$ cat config.mk
export PLATFORM = sky130hd
export DESIGN_NAME = fetch_align
export DESIGN_NICKNAME = d
export VERILOG_FILES = /design/src/rtl/fetch_align.sv
export SDC_FILE = /design/constraint.sdc
export NUM_CORES = 1
export LEC_CHECK = 0
export CORE_MARGIN = 5
export CORE_UTILIZATION = 35
export DETAILED_ROUTE_END_ITERATION = 8
export PLACE_DENSITY_LB_ADDON = 0.08
export SLEW_MARGIN = 15
export SYNTH_ARGS = -nofsm -noshare
export SYNTH_HDL_FRONTEND = slang
export SYNTH_SLANG_ARGS = --single-unit
$ cat constraint.sdc
create_clock -name clk_i -period 5.1 [get_ports clk_i]
set_input_delay 1.02 -clock clk_i [delete_from_list [all_inputs] [get_ports clk_i]]
set_output_delay 1.02 -clock clk_i [all_outputs]
set_load 0.05 [all_outputs]
$ cat src/rtl/fetch_align.sv
// fetch_align: instruction fetch front-end with a halfword realignment queue.
//   Fetches 32-bit words from instruction memory (one request outstanding at a
//   time), splits them into halfwords in a 4-entry FIFO and presents either a
//   compressed (16-bit) or a full 32-bit instruction to decode.
// Ports:
//   clk_i, rst_i                : clock, synchronous active-high reset
//   fch_redirect_i/_pc_i        : single-cycle PC redirect and its target
//   fch_mem_req_o/_addr_o/_ack_i: memory request, word address, acceptance
//   fch_mem_rvalid_i/_rdata_i   : memory read response
//   fch_inst_o/_pc_o/_com_inst_o: aligned instruction, its PC, compressed flag
//   fch_valid_o/fch_ready_i     : instruction handshake. An instruction moves
//                                 to decode in a cycle where valid & ready are
//                                 both high; valid never depends on ready.
module fetch_align #(
   parameter logic [31:0] RESET_PC = 32'h0000_0000
) (
   input  logic        clk_i,
   input  logic        rst_i,
   input  logic        fch_redirect_i,
   input  logic [31:0] fch_redirect_pc_i,
   output logic        fch_mem_req_o,
   output logic [31:0] fch_mem_addr_o,
   input  logic        fch_mem_ack_i,
   input  logic        fch_mem_rvalid_i,
   input  logic [31:0] fch_mem_rdata_i,
   output logic [31:0] fch_inst_o,
   output logic [31:0] fch_pc_o,
   output logic        fch_com_inst_o,
   output logic        fch_valid_o,
   input  logic        fch_ready_i
);

   logic [31:0] fetch_addr_q, fetch_addr_d;
   logic [31:0] pc_q, pc_d;
   logic [15:0] hq_q [4];
   logic [15:0] hq_d [4];
   logic [2:0]  count_q, count_d;
   logic        outstanding_q, outstanding_d;
   logic        stale_q, stale_d;
   logic        drop_low_q, drop_low_d;

   logic        head_is32;
   logic        accept;
   logic        consume;
   logic        rsp_take;
   logic [2:0]  n_pop;
   logic [2:0]  n_push;
   logic [15:0] push_hw [2];
   logic [3:0]  src;
   logic [3:0]  k;

   always_comb begin
      head_is32      = (hq_q[0][1:0] == 2'b11);
      // Requesting only with count <= 2 guarantees room for a full word.
      fch_mem_req_o  = !rst_i && !outstanding_q && (count_q <= 3'd2) && !fch_redirect_i;
      fch_mem_addr_o = fetch_addr_q;
      accept         = fch_mem_req_o && fch_mem_ack_i;

      fch_valid_o    = !rst_i && (((count_q >= 3'd1) && !head_is32) || (count_q >= 3'd2));
      fch_com_inst_o = fch_valid_o && !head_is32;
      fch_inst_o     = 32'h0;
      if (fch_valid_o) begin
         fch_inst_o = head_is32 ? {hq_q[1], hq_q[0]} : {16'h0, hq_q[0]};
      end
      fch_pc_o = pc_q;

      consume  = fch_valid_o && fch_ready_i;
      n_pop    = consume ? (head_is32 ? 3'd2 : 3'd1) : 3'd0;
      // Responses are only meaningful for our own live request.
      rsp_take = fch_mem_rvalid_i && outstanding_q && !stale_q;
      n_push   = rsp_take ? (drop_low_q ? 3'd1 : 3'd2) : 3'd0;
      push_hw[0] = drop_low_q ? fch_mem_rdata_i[31:16] : fch_mem_rdata_i[15:0];
      push_hw[1] = fch_mem_rdata_i[31:16];

      // Each new slot takes the surviving old entry after the pop, else the
      // next pushed halfword; unused slots simply hold.
      src = 4'd0;
      k   = 4'd0;
      for (int i = 0; i < 4; i++) begin
         hq_d[i] = hq_q[i];
         src = 4'(i) + {1'b0, n_pop};
         if (src < {1'b0, count_q}) begin
            hq_d[i] = hq_q[src[1:0]];
         end else begin
            k = src - {1'b0, count_q};
            if (k < {1'b0, n_push}) begin
               hq_d[i] = push_hw[k[0]];
            end
         end
      end

      count_d       = count_q + n_push - n_pop;
      pc_d          = consume ? (pc_q + (head_is32 ? 32'd4 : 32'd2)) : pc_q;
      fetch_addr_d  = accept ? (fetch_addr_q + 32'd4) : fetch_addr_q;
      outstanding_d = accept ? 1'b1 : (fch_mem_rvalid_i ? 1'b0 : outstanding_q);
      stale_d       = stale_q && !(fch_mem_rvalid_i && outstanding_q);
      drop_low_d    = drop_low_q && !rsp_take;

      // Redirect wins over consume and push. A response arriving in this same
      // cycle closes the old request, so it must not leave stale set behind.
      if (fch_redirect_i) begin
         count_d       = 3'd0;
         pc_d          = {fch_redirect_pc_i[31:1], 1'b0};
         fetch_addr_d  = {fch_redirect_pc_i[31:2], 2'b00};
         drop_low_d    = fch_redirect_pc_i[1];
         stale_d       = (outstanding_q && !fch_mem_rvalid_i) || accept;
         outstanding_d = (outstanding_q && !fch_mem_rvalid_i) || accept;
      end
   end

   always_ff @(posedge clk_i) begin
      if (rst_i) begin
         fetch_addr_q  <= {RESET_PC[31:2], 2'b00};
         pc_q          <= RESET_PC;
         count_q       <= 3'd0;
         outstanding_q <= 1'b0;
         stale_q       <= 1'b0;
         drop_low_q    <= RESET_PC[1];
         for (int i = 0; i < 4; i++) hq_q[i] <= 16'h0;
      end else begin
         fetch_addr_q  <= fetch_addr_d;
         pc_q          <= pc_d;
         count_q       <= count_d;
         outstanding_q <= outstanding_d;
         stale_q       <= stale_d;
         drop_low_q    <= drop_low_d;
         for (int i = 0; i < 4; i++) hq_q[i] <= hq_d[i];
      end
   end

endmodule
==> flow_metrics.py, run 1 <==
metrics = {
    "status": {
        "status": "finished clean",
    },
    "routing": {
        "drc": 0,
        "routedWlPerCell_um": 21.2,
        "firstDrtPassIters": 5,
        "num_vias": 9118,
        "first_iter_violations": 595,
        "antenna_left": 0,
        "wl_um": 34000,
        "via_per_inst": 5.68,
    },
    "clocking": {
        "postCtsResizedCells": 0,
        "cts-root-buf": "clkbuf_16",
        "postCtsHoldBufs": 0,
        "cts_num_sinks": 131,
        "cts-htree-levels": 4,
        "cts_tree": "built",
        "post_cts_buffers": 0,
        "clock_latency_ps": 420,
        "clock_tree.buffer_depth": 2,
        "clkTransAtPathRegs_ps": 60,
        "numCtsBuffers": 17,
    },
    "global_routing": {
        "grt_start_max_net_pins": 53,
        "overflow": 0,
        "grt_pass1_wl_um": 52200,
        "grt_util_all_layers_pct": 22.9,
        "grt_pass1_vias": 9066,
        "antenna_found_initial": 2,
    },
    "placed_design": {
        "dp_hpwl_um": 23700,
        "dp_cells": 1573,
        "gp_congestion": 0.876,
        "port_buffers": 164,
    },
    "floorplanning": {
        "ioPinCount": 169,
        "dieWidth_um": 171,
        "num_rows": 59,
        "die_h_um": 171,
        "core_mm2": 0.0258,
        "die-area_mm2": 0.0293,
        "start_util_pct": 35.1,
    },
    "pwr": {
        "p_int_mw": 2.03,
        "p_per_area_mw_per_mm2": 258,
        "p_leak_nw": 4.27,
        "combPwrFrac_pct": 18.8,
        "p_sw_uw": 959,
        "pwr-share-clk_pct": 41.0,
        "p_sw_share_pct": 32.0,
        "vdd_drop_max_mv": 0.188,
        "power.total_mw": 2.99,
        "seqPwrFrac_pct": 40.1,
    },
    "layout": {
        "mostFrequentLayoutCells": "clkdlybuf4s50_1 (159), nand2_1 (143), dfxtp_1 (99), nor2_1 (87), a21oi_1 (57)",
        "diodes": 0,
        "drive_gt1_share_pct": 8.50,
        "fillers": 2626,
        "finalNonFillerCells": 1605,
        "final_common_cell": "clkdlybuf4s50_1",
        "synthToLayoutAreaGrowth_pct": 27.9,
        "fin_nets": 1355,
    },
    "timing": {
        "maxSlewHeadroom_pct": 25.5,
        "setup_violations": 0,
        "final.setup.tns_ps": 0,
        "worstMarginPinSlew_ps": 1120,
        "slew_violations": 0,
        "period_needed_ps": 4450,
        "rsz0062_at_grt": "no",
        "fmax_mhz": 225,
        "finalCritPeriodShare_pct": 87.3,
        "finalHoldViolCount": 0,
        "skew_ps": 16.7,
    },
    "yosys": {
        "syn_area_mm2": 0.00908,
        "synth_seq_area_share_pct": 32.4,
        "async_reset_ff_share_pct": 0,
        "syn_area_per_cell_um2": 8.07,
        "synth.distinct_cells": 75,
        "synth-seq-cells": 131,
        "ys_warn_count": 0,
        "synth_edf_count": 32,
        "ys.flop_type": "dfxtp_1",
        "postSynthCellCount": 1125,
    },
    "critical_path": {
        "crit_required_ps": 5330,
        "worstPathArrival_ps": 4680,
        "endpoint_kind": "flop",
        "cp_max_fo": 14,
        "cp-start-kind": "input pin",
        "critical_path_class": "input pin to flop",
    },
    "run": {
        "drv_cap": 0,
    },
    "worst_hold_path": {
        "holdCritPathClass": "flop to flop",
    },
}
final timing paths:
check	from	to	slack (ps)	cells after the start
setup / recovery	fch_ready_i	hq_q[3][8]	650	10
hold / removal	fch_mem_addr_o[6]	fch_mem_addr_o[6]	530	2
setup reg to reg	count_q[2]	hq_q[3][8]	730	10
hold reg to reg	fch_mem_addr_o[6]	fch_mem_addr_o[6]	530	2
cell type report:
class | instances | area [µm²] | share of cell area (%)
Tap cell | 335 | 419 | 3.61
Multi-Input combinational cell | 869 | 5620 | 48.4
Inverter | 37 | 139 | 1.20
Sequential cell | 131 | 2940 | 25.3
Clock buffer | 21 | 483 | 4.16
Timing Repair Buffer | 201 | 1920 | 16.5
Clock inverter | 11 | 88.8 | 0.765
metrics by stage:
| step | cell area, µm² | hold slack, ps | setup WS (ps) | utilization [%] |
|---|---|---|---|---|
| after CTS | 11600 | 537 | 683 | 45.0 |
| after global routing | 11600 | 556 | 542 | 45.0 |
| final | 11600 | 535 | 649 | 45.0 |
| after floorplan | 9090 | 473 | 94.7 | - |
| after detailed placement | 11000 | 523 | 280 | 42.7 |
| after global placement | 11000 | 514 | 339 | 42.7 |
sequential cells by signal, summed over array words and instances (netlist names):
signal          cells
drop_low_q          1
stale_q             1
hq_q               64
count_q             3
outstanding_q       1
fch_mem_addr_o     30
fch_pc_o           31
worst max-delay path: stages:
cell and delay [ps]:
clkdlybuf4s50_1 560, nand4b_1 160, or2_2 370, ha_1 330
inv_1 150, fa_1 440, ha_1 280, a221o_1 350
or3_1 670, o21ai_0 330
cells in the mapped netlist (6+ instances only):
master	n	area [µm²]
o2bb2ai_1	14	123
buf_1	8	30.0
buf_2	20	100
o211ai_1	7	52.6
a311o_1	15	150
clkbuf_1	55	206
a211oi_1	26	195
ha_1	21	263
or4_1	6	45.0
nor2_1	88	330
nor3_1	31	155
or3_1	9	56.3
a22o_1	8	70.1
and2_1	38	238
xor2_1	22	193
a21oi_1	57	285
a41o_1	14	140
and3_1	9	56.3
nand3_1	37	185
nand4_1	33	206
a21boi_0	8	60.1
mux2i_1	51	510
or2_2	7	43.8
mux2_2	15	169
fa_1	7	140
dfxtp_1	99	1980
nand2_1	143	537
edfxtp_1	32	961
a31oi_1	38	238
nor3b_1	18	135
o21ai_0	55	275
a21o_1	9	67.6
inv_1	35	131
xnor2_1	7	61.3
power by group through the flow:
stage          clock, mW  sequential (mW)  combinational (mW)
2_1_floorplan          0             1.30               0.248
3_3_place_gp           0             1.22               0.562
3_5_place_dp           0             1.22               0.565
4_1_cts             1.25             1.20               0.568
5_1_grt             1.30             1.21               0.605
6_report            1.23             1.20               0.564
kinds of logic after synthesis:
family | count (synthesis) | synth area share (%)
mux | 67 | 7.65
fa+ha+maj | 28 | 4.44
flops | 131 | 32.4
other cells | 2 | 0.0827
simple gates | 448 | 24.5
xor+xnor | 29 | 2.80
buf+inv | 128 | 5.95
compound gates | 292 | 22.2
metal layers:
layer	wire length, µm	global-route usage, %	vias to the layer above
met4	1010	8.51	4
met5	21	0	-
met3	2150	4.97	52
met1	14900	29.6	4353
met2	15900	37.7	322
li1	-	-	4387
No activity file was read; power rests on OpenSTA's default activity.
==> run 2, diff against run 1 <==
--- a/config.mk
+++ b/config.mk
@@ -5,6 +5,8 @@
 export SDC_FILE = /design/constraint.sdc
 export NUM_CORES = 1
 export LEC_CHECK = 0
+export ABC_CLOCK_PERIOD_IN_PS = 5100
+export CORE_ASPECT_RATIO = 2
 export CORE_MARGIN = 5
 export CORE_UTILIZATION = 35
 export DETAILED_ROUTE_END_ITERATION = 8
==> constraint.sdc (replaced) <==
create_clock -name clk_i -period 5.1 [get_ports clk_i]
set_input_delay 0.51 -clock clk_i [delete_from_list [all_inputs] [get_ports clk_i]]
set_output_delay 0.51 -clock clk_i [all_outputs]
set_load 0.05 [all_outputs]
==> run 2 against run 1 <==
  * Wire length grew 4.0%
  * Clock skew is 7.0 ps lower
  * Sequential power about the same
  * Non-clock buffer count stayed put
  * Fmax is 10% higher
  * Cell count grew 0.31%
  * Largest power group unchanged
==> flow_metrics.py, run 2 (synthesis gave the netlist of run 1 again) <==
metrics = {
    "critical_path": {
        "worstPathArrival_ps": 4310,
        "critical_path_class": "flop to flop",
        "startpoint": "count_q[2]",
        "r2r-start": "count_q[2]",
        "endpoint_kind": "flop",
        "reg2reg_depth": 11,
        "crit_required_ps": 5380,
        "worstSetupEndpoint": "hq_q[3][3]",
        "cp_max_fo": 14,
        "cp-start-kind": "flop",
        "r2r-end": "hq_q[3][3]",
        "rrSetupSlack_ps": 1070,
    },
    "placed_design": {
        "gp_congestion": 0.859,
        "dp_hpwl_um": 25600,
        "port_buffers": 164,
    },
    "pwr": {
        "vdd_drop_max_mv": 0.182,
        "p_per_area_mw_per_mm2": 258,
        "p_leak_nw": 4.27,
        "power.total_mw": 3.00,
    },
    "layout": {
        "fin_nets": 1355,
        "mostFrequentLayoutCells": "clkdlybuf4s50_1 (162), nand2_1 (143), dfxtp_1 (99), nor2_1 (87), a21oi_1 (57)",
        "drive_gt1_share_pct": 8.04,
        "synthToLayoutAreaGrowth_pct": 28.1,
        "top_register": "hq_q",
        "largest_register_ffs": 64,
        "final_common_cell": "clkdlybuf4s50_1",
    },
    "timing": {
        "rsz0062_at_grt": "no",
        "skew_ps": 9.67,
        "worstMarginPinSlew_ps": 1170,
        "final.setup.tns_ps": 0,
        "finalHoldViolCount": 0,
        "period_needed_ps": 4030,
        "finalCritPeriodShare_pct": 79.1,
        "fmax_mhz": 248,
        "setup_violations": 0,
        "maxSlewHeadroom_pct": 21.3,
        "slew_violations": 0,
    },
    "routing": {
        "firstDrtPassIters": 6,
        "via_per_inst": 5.76,
        "antenna_left": 0,
        "first_iter_violations": 609,
        "routedWlPerCell_um": 21.9,
        "num_vias": 9270,
        "drc": 0,
        "wl_um": 35300,
    },
    "global_routing": {
        "grt_start_max_net_pins": 63,
        "grt_pass1_wl_um": 54500,
        "grt_pass1_vias": 9439,
        "overflow": 0,
        "grt_util_all_layers_pct": 24.4,
        "antenna_found_initial": 1,
    },
    "worst_hold_path": {
        "holdCritPathClass": "flop to flop",
        "min_path_cells": 2,
    },
    "clocking": {
        "cts_tree": "built",
        "cts_num_sinks": 131,
        "clkTransAtPathRegs_ps": 60,
        "postCtsResizedCells": 0,
        "numCtsBuffers": 17,
        "post_cts_buffers": 0,
        "cts-root-buf": "clkbuf_16",
        "clock_latency_ps": 450,
        "postCtsHoldBufs": 0,
        "clock_tree.buffer_depth": 2,
        "cts-htree-levels": 4,
    },
    "status": {
        "status": "finished clean",
    },
    "floorplanning": {
        "num_rows": 83,
        "core_mm2": 0.0257,
        "dieWidth_um": 124,
        "start_util_pct": 35.4,
        "die-area_mm2": 0.0295,
        "ioPinCount": 169,
        "die_h_um": 238,
    },
    "run": {
        "drv_cap": 0,
    },
}
## run 2: changes by cell type in the layout (fill, tap and decap cells not counted), sizes merged
cell,change
clkinvlp,-1
clkinv,-1
clkdlybuf4s50,+3
diode,+1
buf,-3
clkbuf,+8
inv,-7
## run 2: power by group
part	switching (mW)	internal [mW]
sequential	0.0743	1.13
combinational	0.351	0.214
clock	0.480	0.754
total	0.905	2.10
## run 2: worst max-delay path, stage by stage (launching register included)
cell and delay, ps:
dfxtp_1 650, or3_1 180, buf_4 220, and3_2 260, inv_1 80, ha_1 290
inv_1 140, fa_1 430, ha_1 290, a221o_1 360, or3_1 660, o21ai_0 290
## run 2: final cells by class
cell class                 count  area (µm²)
multi-input combinational    869        5630
fill                        2663       14000
clock inverter                 2        10.0
timing repair buffer         201        1910
inverter                      37         139
sequential                   131        2940
tap                          340         425
clock buffer                  29         573
antenna                        1        2.50
## run 2: worst min path at each step
stage | start | endpoint | slack [ps]
4_1_cts | drop_low_q | drop_low_q | 530
5_1_grt | drop_low_q | drop_low_q | 550
6_report | drop_low_q | drop_low_q | 530
3_3_place_gp | drop_low_q | drop_low_q | 520
2_1_floorplan | drop_low_q | drop_low_q | 470
3_5_place_dp | drop_low_q | drop_low_q | 520
## run 2: metrics by stage
step                      std cells  area, µm²  setup slack (ps)  util [%]  hold WS [ps]
after CTS                      1609      11600              1020      45.3           533
final                          1610      11600              1070      45.4           527
after floorplan                1128       9090               493         -           473
after global routing           1610      11600               817      45.4           546
after global placement         1578      11000               766      43.1           516
after detailed placement       1578      11000               664      43.1           525
## run 2: metal layers
| layer | GRT usage [%] | share of wire (%) |
|---|---|---|
| met5 | 0 | 0 |
| met4 | 12.7 | 4.8 |
| met3 | 4.79 | 5.6 |
| met2 | 44.8 | 54 |
| met1 | 25.5 | 35 |
